===== src/rtl/mmio_bus_router_pkg.sv =====
// mmio_bus_router_pkg: shared FSM state type, default error word and index-width helper
package mmio_bus_router_pkg;
    typedef enum logic [1:0] {S_IDLE, S_WAIT, S_DONE} state_e;
    localparam logic [31:0] ERR_DATA_DEF = 32'hdeadbeef;
    function automatic int clog2(input int n);
        int w = 1;
        while ((1 << w) < n) w++;
        return w;
    endfunction
endpackage


===== src/rtl/mmio_bus_router_if.sv =====
// mmio_bus_router_if: CPU data port, slave channels and error reporting of the MMIO router
interface mmio_bus_router_if #(
    parameter int N_CH   = 4,
    parameter int ADDR_W = 30,
    parameter int DATA_W = 32
);
    logic                     cpu_rd;
    logic                     cpu_wr;
    logic [ADDR_W-1:0]        cpu_addr;
    logic [DATA_W-1:0]        cpu_wdata;
    logic [3:0]               cpu_ben;
    logic [DATA_W-1:0]        cpu_rdata;
    logic                     cpu_stall;
    logic [N_CH:0]            ch_req;
    logic                     ch_we;
    logic [ADDR_W-1:0]        ch_addr;
    logic [DATA_W-1:0]        ch_wdata;
    logic [3:0]               ch_ben;
    logic [(N_CH+1)*DATA_W-1:0] ch_rdata;
    logic [N_CH:0]            ch_ack;
    logic                     err_flag;
    logic [ADDR_W-1:0]        err_addr;
    logic [7:0]               err_cnt;
    logic                     err_clr;
    modport slave (
        input  cpu_rd, cpu_wr, cpu_addr, cpu_wdata, cpu_ben, ch_rdata, ch_ack, err_clr,
        output cpu_rdata, cpu_stall, ch_req, ch_we, ch_addr, ch_wdata, ch_ben, err_flag, err_addr, err_cnt
    );
    modport master (
        output cpu_rd, cpu_wr, cpu_addr, cpu_wdata, cpu_ben, ch_rdata, ch_ack, err_clr,
        input  cpu_rdata, cpu_stall, ch_req, ch_we, ch_addr, ch_wdata, ch_ben, err_flag, err_addr, err_cnt
    );
endinterface


===== src/rtl/mmio_bus_router_addr_decode.sv =====
// mmio_bus_router_addr_decode: base/mask region match, lowest index wins, no match selects channel N_CH
module mmio_bus_router_addr_decode #(
    parameter int                      N_CH     = 4,
    parameter int                      ADDR_W   = 30,
    parameter logic [N_CH*ADDR_W-1:0]  BASE_VEC = '0,
    parameter logic [N_CH*ADDR_W-1:0]  MASK_VEC = '0,
    parameter int                      IW       = 3
) (
    input  logic [ADDR_W-1:0] addr_i,
    output logic [N_CH:0]     sel_o,
    output logic [IW-1:0]     idx_o
);
    // Channel 0 sits in the most significant slice, matching the {ch0, ch1, ...} literal order
    always_comb begin
        sel_o = '0;
        sel_o[N_CH] = 1'b1;
        idx_o = IW'(N_CH);
        for (int i = N_CH - 1; i >= 0; i--)
            if (((addr_i ^ BASE_VEC[(N_CH-1-i)*ADDR_W +: ADDR_W]) & MASK_VEC[(N_CH-1-i)*ADDR_W +: ADDR_W]) == '0) begin
                sel_o = '0;
                sel_o[i] = 1'b1;
                idx_o = IW'(i);
            end
    end
endmodule


===== src/rtl/mmio_bus_router.sv =====
// mmio_bus_router: decodes CPU data accesses onto req/ack slave channels with stall and timeout capture
module mmio_bus_router
    import mmio_bus_router_pkg::*;
#(
    parameter int                      N_CH     = 4,
    parameter int                      ADDR_W   = 30,
    parameter int                      DATA_W   = 32,
    parameter logic [N_CH*ADDR_W-1:0]  BASE_VEC = {30'h30000000, 30'h34000000, 30'h38000000, 30'h3c000000},
    parameter logic [N_CH*ADDR_W-1:0]  MASK_VEC = {4{30'h3c000000}},
    parameter int                      TIMEOUT  = 255,
    parameter logic [DATA_W-1:0]       ERR_DATA = DATA_W'(ERR_DATA_DEF)
) (
    input  logic              ui_clk,
    input  logic              rst,
    mmio_bus_router_if.slave  bus
);
    localparam int IW = clog2(N_CH + 1);
    localparam int TW = TIMEOUT > 0 ? $clog2(TIMEOUT + 1) : 1;
    state_e              state_q, state_d;
    logic [N_CH:0]       req_q, req_d, dec_sel;
    logic [IW-1:0]       idx_q, idx_d, dec_idx;
    logic                we_q, we_d;
    logic [ADDR_W-1:0]   addr_q, addr_d, err_addr_q, err_addr_d;
    logic [DATA_W-1:0]   wdata_q, wdata_d, rdata_q, rdata_d;
    logic [3:0]          ben_q, ben_d;
    logic [TW-1:0]       timer_q, timer_d;
    logic                err_flag_q, err_flag_d;
    logic [7:0]          err_cnt_q, err_cnt_d;
    logic                valid, same, start, ack, expire;
    mmio_bus_router_addr_decode #(
        .N_CH(N_CH), .ADDR_W(ADDR_W), .BASE_VEC(BASE_VEC), .MASK_VEC(MASK_VEC), .IW(IW)
    ) u_dec (
        .addr_i(bus.cpu_addr),
        .sel_o (dec_sel),
        .idx_o (dec_idx)
    );
    assign valid  = bus.cpu_rd | bus.cpu_wr;
    assign same   = bus.cpu_addr == addr_q;
    assign start  = valid && (state_q == S_IDLE || (state_q == S_DONE && !same));
    assign ack    = state_q == S_WAIT && |(bus.ch_ack & req_q);
    assign expire = TIMEOUT != 0 && state_q == S_WAIT && !ack && timer_q == TW'(TIMEOUT);
    // A new address in DONE stalls at once so the pipeline never sees a stale completion
    assign bus.cpu_stall = valid && !(state_q == S_DONE && same);
    always_comb begin
        state_d    = state_q;
        req_d      = req_q;
        idx_d      = idx_q;
        we_d       = we_q;
        addr_d     = addr_q;
        wdata_d    = wdata_q;
        ben_d      = ben_q;
        timer_d    = timer_q;
        rdata_d    = rdata_q;
        err_flag_d = err_flag_q;
        err_addr_d = err_addr_q;
        err_cnt_d  = err_cnt_q;
        if (start) begin
            state_d = S_WAIT;
            req_d   = dec_sel;
            idx_d   = dec_idx;
            we_d    = bus.cpu_wr;
            addr_d  = bus.cpu_addr;
            wdata_d = bus.cpu_wdata;
            ben_d   = bus.cpu_ben;
            timer_d = '0;
        end else if (ack || expire) begin
            state_d = S_DONE;
            req_d   = '0;
            rdata_d = ack ? bus.ch_rdata[int'(idx_q)*DATA_W +: DATA_W] : ERR_DATA;
        end else if (state_q == S_WAIT) begin
            timer_d = timer_q + 1'b1;
        end else if (state_q == S_DONE && !valid) begin
            state_d = S_IDLE;
        end
        if (expire) begin
            err_flag_d = 1'b1;
            err_addr_d = err_flag_q ? err_addr_q : addr_q;
            err_cnt_d  = err_cnt_q == 8'hff ? err_cnt_q : err_cnt_q + 8'd1;
        end else if (bus.err_clr) begin
            err_flag_d = 1'b0;
            err_addr_d = '0;
            err_cnt_d  = '0;
        end
    end
    always_ff @(posedge ui_clk) begin
        if (!rst) begin
            state_q    <= S_IDLE;
            req_q      <= '0;
            idx_q      <= '0;
            we_q       <= 1'b0;
            addr_q     <= '0;
            wdata_q    <= '0;
            ben_q      <= '0;
            timer_q    <= '0;
            rdata_q    <= '0;
            err_flag_q <= 1'b0;
            err_addr_q <= '0;
            err_cnt_q  <= '0;
        end else begin
            state_q    <= state_d;
            req_q      <= req_d;
            idx_q      <= idx_d;
            we_q       <= we_d;
            addr_q     <= addr_d;
            wdata_q    <= wdata_d;
            ben_q      <= ben_d;
            timer_q    <= timer_d;
            rdata_q    <= rdata_d;
            err_flag_q <= err_flag_d;
            err_addr_q <= err_addr_d;
            err_cnt_q  <= err_cnt_d;
        end
    end
    assign bus.ch_req    = req_q;
    assign bus.ch_we     = we_q;
    assign bus.ch_addr   = addr_q;
    assign bus.ch_wdata  = wdata_q;
    assign bus.ch_ben    = ben_q;
    assign bus.cpu_rdata = rdata_q;
    assign bus.err_flag  = err_flag_q;
    assign bus.err_addr  = err_addr_q;
    assign bus.err_cnt   = err_cnt_q;
endmodule


===== src/flat_wrapper.sv =====
// flat-port wrapper written by rule: the top's interface ports become plain ports
module mmio_bus_router_flat import mmio_bus_router_pkg::*;
#(
    parameter int                      N_CH     = 4,
    parameter int                      ADDR_W   = 30,
    parameter int                      DATA_W   = 32,
    parameter logic [N_CH*ADDR_W-1:0]  BASE_VEC = {30'h30000000, 30'h34000000, 30'h38000000, 30'h3c000000},
    parameter logic [N_CH*ADDR_W-1:0]  MASK_VEC = {4{30'h3c000000}},
    parameter int                      TIMEOUT  = 255,
    parameter logic [DATA_W-1:0]       ERR_DATA = DATA_W'(ERR_DATA_DEF)
)
  (ui_clk, rst, bus_cpu_rd, bus_cpu_wr, bus_cpu_addr, bus_cpu_wdata, bus_cpu_ben, bus_ch_rdata, bus_ch_ack, bus_err_clr, bus_cpu_rdata, bus_cpu_stall, bus_ch_req, bus_ch_we, bus_ch_addr, bus_ch_wdata, bus_ch_ben, bus_err_flag, bus_err_addr, bus_err_cnt);
  mmio_bus_router_if #(.N_CH(N_CH), .ADDR_W(ADDR_W), .DATA_W(DATA_W)) bus_i ();
  input  logic ui_clk;
  input  logic rst;
  input wire logic [$bits(bus_i.cpu_rd)-1:0] bus_cpu_rd;
  input wire logic [$bits(bus_i.cpu_wr)-1:0] bus_cpu_wr;
  input wire logic [$bits(bus_i.cpu_addr)-1:0] bus_cpu_addr;
  input wire logic [$bits(bus_i.cpu_wdata)-1:0] bus_cpu_wdata;
  input wire logic [$bits(bus_i.cpu_ben)-1:0] bus_cpu_ben;
  input wire logic [$bits(bus_i.ch_rdata)-1:0] bus_ch_rdata;
  input wire logic [$bits(bus_i.ch_ack)-1:0] bus_ch_ack;
  input wire logic [$bits(bus_i.err_clr)-1:0] bus_err_clr;
  output wire logic [$bits(bus_i.cpu_rdata)-1:0] bus_cpu_rdata;
  output wire logic [$bits(bus_i.cpu_stall)-1:0] bus_cpu_stall;
  output wire logic [$bits(bus_i.ch_req)-1:0] bus_ch_req;
  output wire logic [$bits(bus_i.ch_we)-1:0] bus_ch_we;
  output wire logic [$bits(bus_i.ch_addr)-1:0] bus_ch_addr;
  output wire logic [$bits(bus_i.ch_wdata)-1:0] bus_ch_wdata;
  output wire logic [$bits(bus_i.ch_ben)-1:0] bus_ch_ben;
  output wire logic [$bits(bus_i.err_flag)-1:0] bus_err_flag;
  output wire logic [$bits(bus_i.err_addr)-1:0] bus_err_addr;
  output wire logic [$bits(bus_i.err_cnt)-1:0] bus_err_cnt;
  assign bus_i.cpu_rd = bus_cpu_rd;
  assign bus_i.cpu_wr = bus_cpu_wr;
  assign bus_i.cpu_addr = bus_cpu_addr;
  assign bus_i.cpu_wdata = bus_cpu_wdata;
  assign bus_i.cpu_ben = bus_cpu_ben;
  assign bus_i.ch_rdata = bus_ch_rdata;
  assign bus_i.ch_ack = bus_ch_ack;
  assign bus_i.err_clr = bus_err_clr;
  assign bus_cpu_rdata = bus_i.cpu_rdata;
  assign bus_cpu_stall = bus_i.cpu_stall;
  assign bus_ch_req = bus_i.ch_req;
  assign bus_ch_we = bus_i.ch_we;
  assign bus_ch_addr = bus_i.ch_addr;
  assign bus_ch_wdata = bus_i.ch_wdata;
  assign bus_ch_ben = bus_i.ch_ben;
  assign bus_err_flag = bus_i.err_flag;
  assign bus_err_addr = bus_i.err_addr;
  assign bus_err_cnt = bus_i.err_cnt;
  mmio_bus_router #(.N_CH(N_CH), .ADDR_W(ADDR_W), .DATA_W(DATA_W), .BASE_VEC(BASE_VEC), .MASK_VEC(MASK_VEC), .TIMEOUT(TIMEOUT), .ERR_DATA(ERR_DATA)) u_core (.ui_clk(ui_clk), .rst(rst), .bus(bus_i));
endmodule

===== config.mk =====
export PLATFORM = sky130hd
export DESIGN_NAME = mmio_bus_router_flat
export DESIGN_NICKNAME = d
export VERILOG_FILES = /design/src/rtl/mmio_bus_router_pkg.sv /design/src/rtl/mmio_bus_router_if.sv /design/src/rtl/mmio_bus_router_addr_decode.sv /design/src/rtl/mmio_bus_router.sv /design/src/flat_wrapper.sv
export SDC_FILE = /design/constraint.sdc
export NUM_CORES = 1
export LEC_CHECK = 0
export ABC_AREA = 1
export CAP_MARGIN = 10
export CORE_AREA = 2 2 148 150
export DETAILED_ROUTE_END_ITERATION = 8
export DIE_AREA = 0 0 150 152
export PLACE_DENSITY = 0.83
export REMOVE_ABC_BUFFERS = 1
export SYNTH_ARGS = -nofsm -noshare
export SYNTH_HDL_FRONTEND = slang
export SYNTH_SLANG_ARGS = --single-unit

===== constraint.sdc =====
create_clock -name ui_clk -period 2.15 [get_ports ui_clk]
set_input_delay 0.43 -clock ui_clk [delete_from_list [all_inputs] [get_ports ui_clk]]
set_output_delay 0.43 -clock ui_clk [all_outputs]
set_load 0.05 [all_outputs]

* Word-level counts from Yosys, hierarchy flattened
Cells that the tools add are included.
Storage, ports and cells: bits in registers 156, latch bits 0, memory bits (writable) 0, memory bits (read-only) 0, input bits 236, output and inout bits 144, logic and storage cells 88, memories 0
Cells by class: add/subtract/negate cells 2, multiply operators 0, div/mod/pow operators 0, magnitude comparators 0, equal/unequal tests 9, shifts and indexed selects 1, muxes and demuxes 23, bitwise operators 9, reductions and logical operators 31
Operators by type and width (count):
- variable part select 160 x 9 -> 32 bit | 1
- zero test 30 bit | 4
- two-way mux 30 bit | 3
- two-way mux 32 bit | 1
- equality test 30 bit | 1
- two-way mux 5 bit | 6
- two-way mux 8 bit | 3
- adder 8 x 1 -> 8 bit, second input constant | 2
- equality test 8 bit, second input constant | 2
- two-way mux 3 bit | 4
- AND reduction 2 bit | 6
- logical AND 1 bit | 8
- two-way mux 2 bit | 3
- != test 2 bit, second input constant | 3
- inverter 3 bit | 2
- nonzero test 2 bit | 3
- AND 5 bit | 1
- OR reduction 5 bit | 1
- zero test 1 bit | 4
- inverter 4 bit | 1
- two-way mux 1 bit | 3
- != test 3 x 2 -> 1 bit, second input constant | 1
- inverter 1 bit | 3
- nonzero test 3 bit | 1
- 7 further kinds | 8

* Longest topological paths before layout
depth after elaboration 9, gate-level depth with buffers 16, gate-level depth less buffers 13

* Modules after synthesis
From an unflattened synthesis, not the netlist that was laid out.
Unflattened totals: cells, all modules 1123, area, all modules 7651.1 sq um
Modules (own cells, without submodules):
- mmio_bus_router | times used 1, cells each 1109, area each 7592.3 sq um, seq. area each 3123.0 sq um
- mmio_bus_router_addr_decode | times used 1, cells each 14, area each 58.8 sq um, seq. area each 0.0 sq um

* Least setup slack after synthesis
Ideal clock, no wire load.
path type register to output, start point reg u_core.addr_q[28], in the netlist u_core.bus.ch_addr[28], end point out bus_cpu_stall, data arrival time 1.638 ns, required time 1.720 ns, path slack 0.082 ns, stages on the path, launching flop included 11, path buffers 0, cell sequence dfxtp_1 -> nor2_1 -> nor2_1 -> nor2_1 -> nand2_1 -> nor2_1 -> nand2_1 -> inv_1 -> nand2_2 -> o22ai_1 -> inv_1
Between the ends: cells in the longest elaborated chain, start to end 4
Ends and longest elaborated chain:
- start, declared | RTL line mmio_bus_router.sv:23 | logic [ADDR_W-1:0] addr_q, addr_d, err_addr_q, err_addr_d;
- start signal, assigned | RTL line mmio_bus_router.sv:104 | addr_q <= addr_d;
- equality test 30 bit | RTL line mmio_bus_router.sv:38 | assign same = bus.cpu_addr == addr_q;
- logical AND 1 bit | RTL line mmio_bus_router.sv:43 | assign bus.cpu_stall = valid && !(state_q == S_DONE && same);
- zero test 1 bit | RTL line mmio_bus_router.sv:43
- logical AND 1 bit | RTL line mmio_bus_router.sv:43
- end, declared | RTL line flat_wrapper.sv:25 | output wire logic [$bits(bus_i.cpu_stall)-1:0] bus_cpu_stall;
No other way between the ends.

* Worst setup path after layout
start point reg u_core.addr_q[17], in the netlist u_core.bus.ch_addr[17], end point out bus_cpu_stall
The elaborated chain is that of the path after synthesis.

==> results.sh <==
export IMPL_power_density_nw_per_um2=644
export IMPL_num_io_pins=380
export IMPL_wl_per_cell_um=15.2
export IMPL_fin_ws_ns=-0.0252
export IMPL_avgSynthCellArea_sq_um=6.58
export IMPL_vdd_drop_max_uv=390
export IMPL_final_hold_violation_count=0
export IMPL_dr_pass1_iters=5
export IMPL_critical_path_top_delay_family="simple AND/OR/NAND/NOR gates"
export IMPL_root_buffer="clkbuf_16"
export IMPL_status="finished, violations left"
export IMPL_fin_skew_ns=0.00999
export IMPL_crit_path_start_kind="flop"
export IMPL_layout_nets=1806
export IMPL_final_area_sq_um=12800
export IMPL_critical_path_class="reg -> out"
export IMPL_viasPerCell=4.95
export IMPL_async_reset_ff_frac=0
export IMPL_cts_max_path_buffers=2
export IMPL_cp_arrival_ns=1.75
export IMPL_path_buf_inv=4
export IMPL_cts_tree="yes"
export IMPL_totalWireLength_um=28400
export IMPL_num_vias=9225
export IMPL_setup_viol=1
export IMPL_drv_cap=0
export IMPL_cp_slowest_cell="dfxtp_4"
export IMPL_synthFlopType="dfxtp_1"
export IMPL_crit_chain="inv_1 > nand2_1 > nand2_1 > nor2_1 > nand2_1 > nor2_2 > nand2_2 > inv_2 > nand2_4 > o22ai_2 > inv_1 > buf_6"
export IMPL_final_cell_mix="nand2_1, clkdlybuf4s50_1, dfxtp_1"
export IMPL_tightest_slew_ns=0.646
export IMPL_start_util=0.358
export IMPL_drive_above_1_share=0.111
export IMPL_syn2layout_area_growth_pct=67.2
export IMPL_drv_slew=0
export IMPL_finalNonFillerCells=1865
export IMPL_antenna_left=0
export IMPL_m1WireLength_um=10800
export IMPL_gp_congestion=0.940
export IMPL_crit_top_cell="nand2_1"
export IMPL_clock_sinks=156
export IMPL_wl_met3_um=2050
export IMPL_holdWs_ns=0.284
export IMPL_port_buffers=379
export IMPL_maxSlewHeadroom=0.566
export IMPL_top_layer="met4"
export IMPL_violations="setup timing"
export IMPL_setup_tns_ns=-0.0252
export IMPL_yosysUniqueCellTypes=35
export IMPL_hold_class="in -> reg"
export IMPL_yosysWarningCount=0
export IMPL_htree_num_levels=4
export IMPL_numCtsBuffers=17
export IMPL_nFillCells=1949
export IMPL_holdBufCountCts=0
export IMPL_path_max_fanout=5
export IMPL_syn_area_sq_um=7650
export IMPL_crit_path_end_kind="output pin"
export IMPL_fp_dieH_um=152
export IMPL_drt_iter0_markers=475
export IMPL_core_sq_um=21400
export IMPL_met2_length_um=14100
export IMPL_dp_cells=1822
export IMPL_place_area_sq_um=12100
export IMPL_post_route_min_period_ns=2.18
export IMPL_grt_antenna_before_repair=3
export IMPL_rows=54
export IMPL_grt_ovfl_total=0
export IMPL_grt_pass1_vias=8813
export IMPL_hpwl_um=22000
export IMPL_clkLatencyLatePin_ns=0.42
export IMPL_die_w_um=150
export IMPL_yosys_register_bits=156
export IMPL_clk_pin_slew_worst_paths_ns=0.07
export IMPL_max_stage_delay_ns=0.37
export IMPL_drc=0
export IMPL_grt_usage=0.242
export IMPL_synthCells=1162
export IMPL_synth_edf_count=0
export IMPL_rsz0062_at_grt="yes"
export IMPL_yosysSeqAreaShare=0.408
export IMPL_cp_required_ns=1.72
export IMPL_grt_max_degree=54
export IMPL_grt_pass1_wl_um=44000
export IMPL_die_area_sq_um=22800
export IMPL_p_leak_nw=5.72
export IMPL_fin_crit_sh=1.01
export IMPL_fmax_mhz=460
export IMPL_layout_commonest_cell="nand2_1"
-- area by class of cell --
type	instances	area, sq um	area share
repair buffers	455	4470	0.349
multi-input cells	839	3810	0.298
flip-flops and latches	156	3180	0.249
clock buffers	17	425	0.0333
inverters	99	372	0.0291
well taps	280	350	0.0274
clock inverters	15	166	0.0130
diodes	4	10.0	0.000783
-- logic make-up (layout without fill, tap and decap cells) --
group                      after synthesis  in the layout  synth area share
buffers and inverters                  167            586            0.0972
other                                    0              4                 0
xor gates and xnor gates                 7              7           0.00802
DFF                                    156            156             0.408
adders and majority gates                2              2           0.00327
and+or+nand+nor                        610            610             0.326
AOI/OAI and AO/OA                      220            220             0.157
-- cells in the mapped netlist (3+ instances only) --
master | count | area share
buf_1 | 5 | 0.0025
buf_6 | 11 | 0.016
nor2_2 | 3 | 0.0025
nand3_1 | 96 | 0.063
a21oi_1 | 120 | 0.079
xor2_1 | 6 | 0.0069
nand2_2 | 3 | 0.0025
buf_2 | 14 | 0.0092
a221o_1 | 9 | 0.012
nor2_1 | 63 | 0.031
a31oi_1 | 28 | 0.023
nand2_1 | 432 | 0.21
o21ai_0 | 55 | 0.036
inv_1 | 91 | 0.045
inv_2 | 7 | 0.0034
nor2_4 | 5 | 0.0074
dfxtp_1 | 156 | 0.41
buf_4 | 4 | 0.0039
clkbuf_1 | 33 | 0.016
-- metal layers --
metal / vias to the layer above / GRT usage
met5: - / 0
met4: 0 / 0.129
met3: 79 / 0.0532
met2: 422 / 0.424
met1: 4153 / 0.271
li1: 4571 / -
-- path summary, 6_finish.rpt --
check	startpoint	end	slack (ns)	cells past startpoint
min	bus_cpu_addr[19]	u_core.bus.ch_addr[19]	0.28	3
max reg2reg	u_core.bus.ch_addr[17]	u_core.bus.ch_wdata[16]	0.23	15
min reg2reg	u_core.bus.ch_wdata[20]	u_core.bus.ch_wdata[20]	0.45	2
max	u_core.bus.ch_addr[17]	bus_cpu_stall	-0.03	12
-- worst reg2reg max path: stages, from the launching register on --
cell	delay [ns]
dfxtp_4	0.37
inv_1	0.04
nand2_1	0.05
nand2_1	0.05
nor2_1	0.10
nand2_1	0.07
nor2_2	0.15
nand2_2	0.08
buf_4	0.13
buf_4	0.13
nor2_4	0.11
nor2_4	0.05
nor2_4	0.16
buf_12	0.22
nand2_1	0.10
nand2_1	0.06
-- timing repair --
action | CTS | global route
endpoints found under the setup margin | 6 | 10
resized for setup | 59 | 29
pin swaps | 11 | 9
buffers inserted | 4 | 3
-- registers in the layout, summed over array words and instances (netlist names) --
signal                count
u_core.bus.ch_wdata      32
u_core.bus.ch_we          1
u_core.timer_q            8
u_core.bus.err_flag       1
u_core.bus.err_addr      30
u_core.bus.err_cnt        8
u_core.bus.ch_req         5
u_core.bus.ch_ben         4
u_core.state_q            2
u_core.idx_q              3
u_core.bus.cpu_rdata     32
u_core.bus.ch_addr       30
-- report_power, final --
part / leakage, nW / switching (W) / internal (W)
clock: 0.291 / 0.00142 / 0.00156
sequential: 1.28 / 0.000123 / 0.00305
combinational: 4.15 / 0.00117 / 0.000902
-- per-stage QoR --
step | utilization | total power (W) | setup WS [ns]
2_1_floorplan | - | 0.00422 | -0.988
3_3_place_gp | 0.565 | 0.00527 | -0.350
3_5_place_dp | 0.565 | 0.00531 | -0.322
4_1_cts | 0.595 | 0.00830 | -0.0960
5_1_grt | 0.599 | 0.00859 | -0.147
6_report | 0.599 | 0.00823 | -0.0252
(Power assumes the default switching activity.)
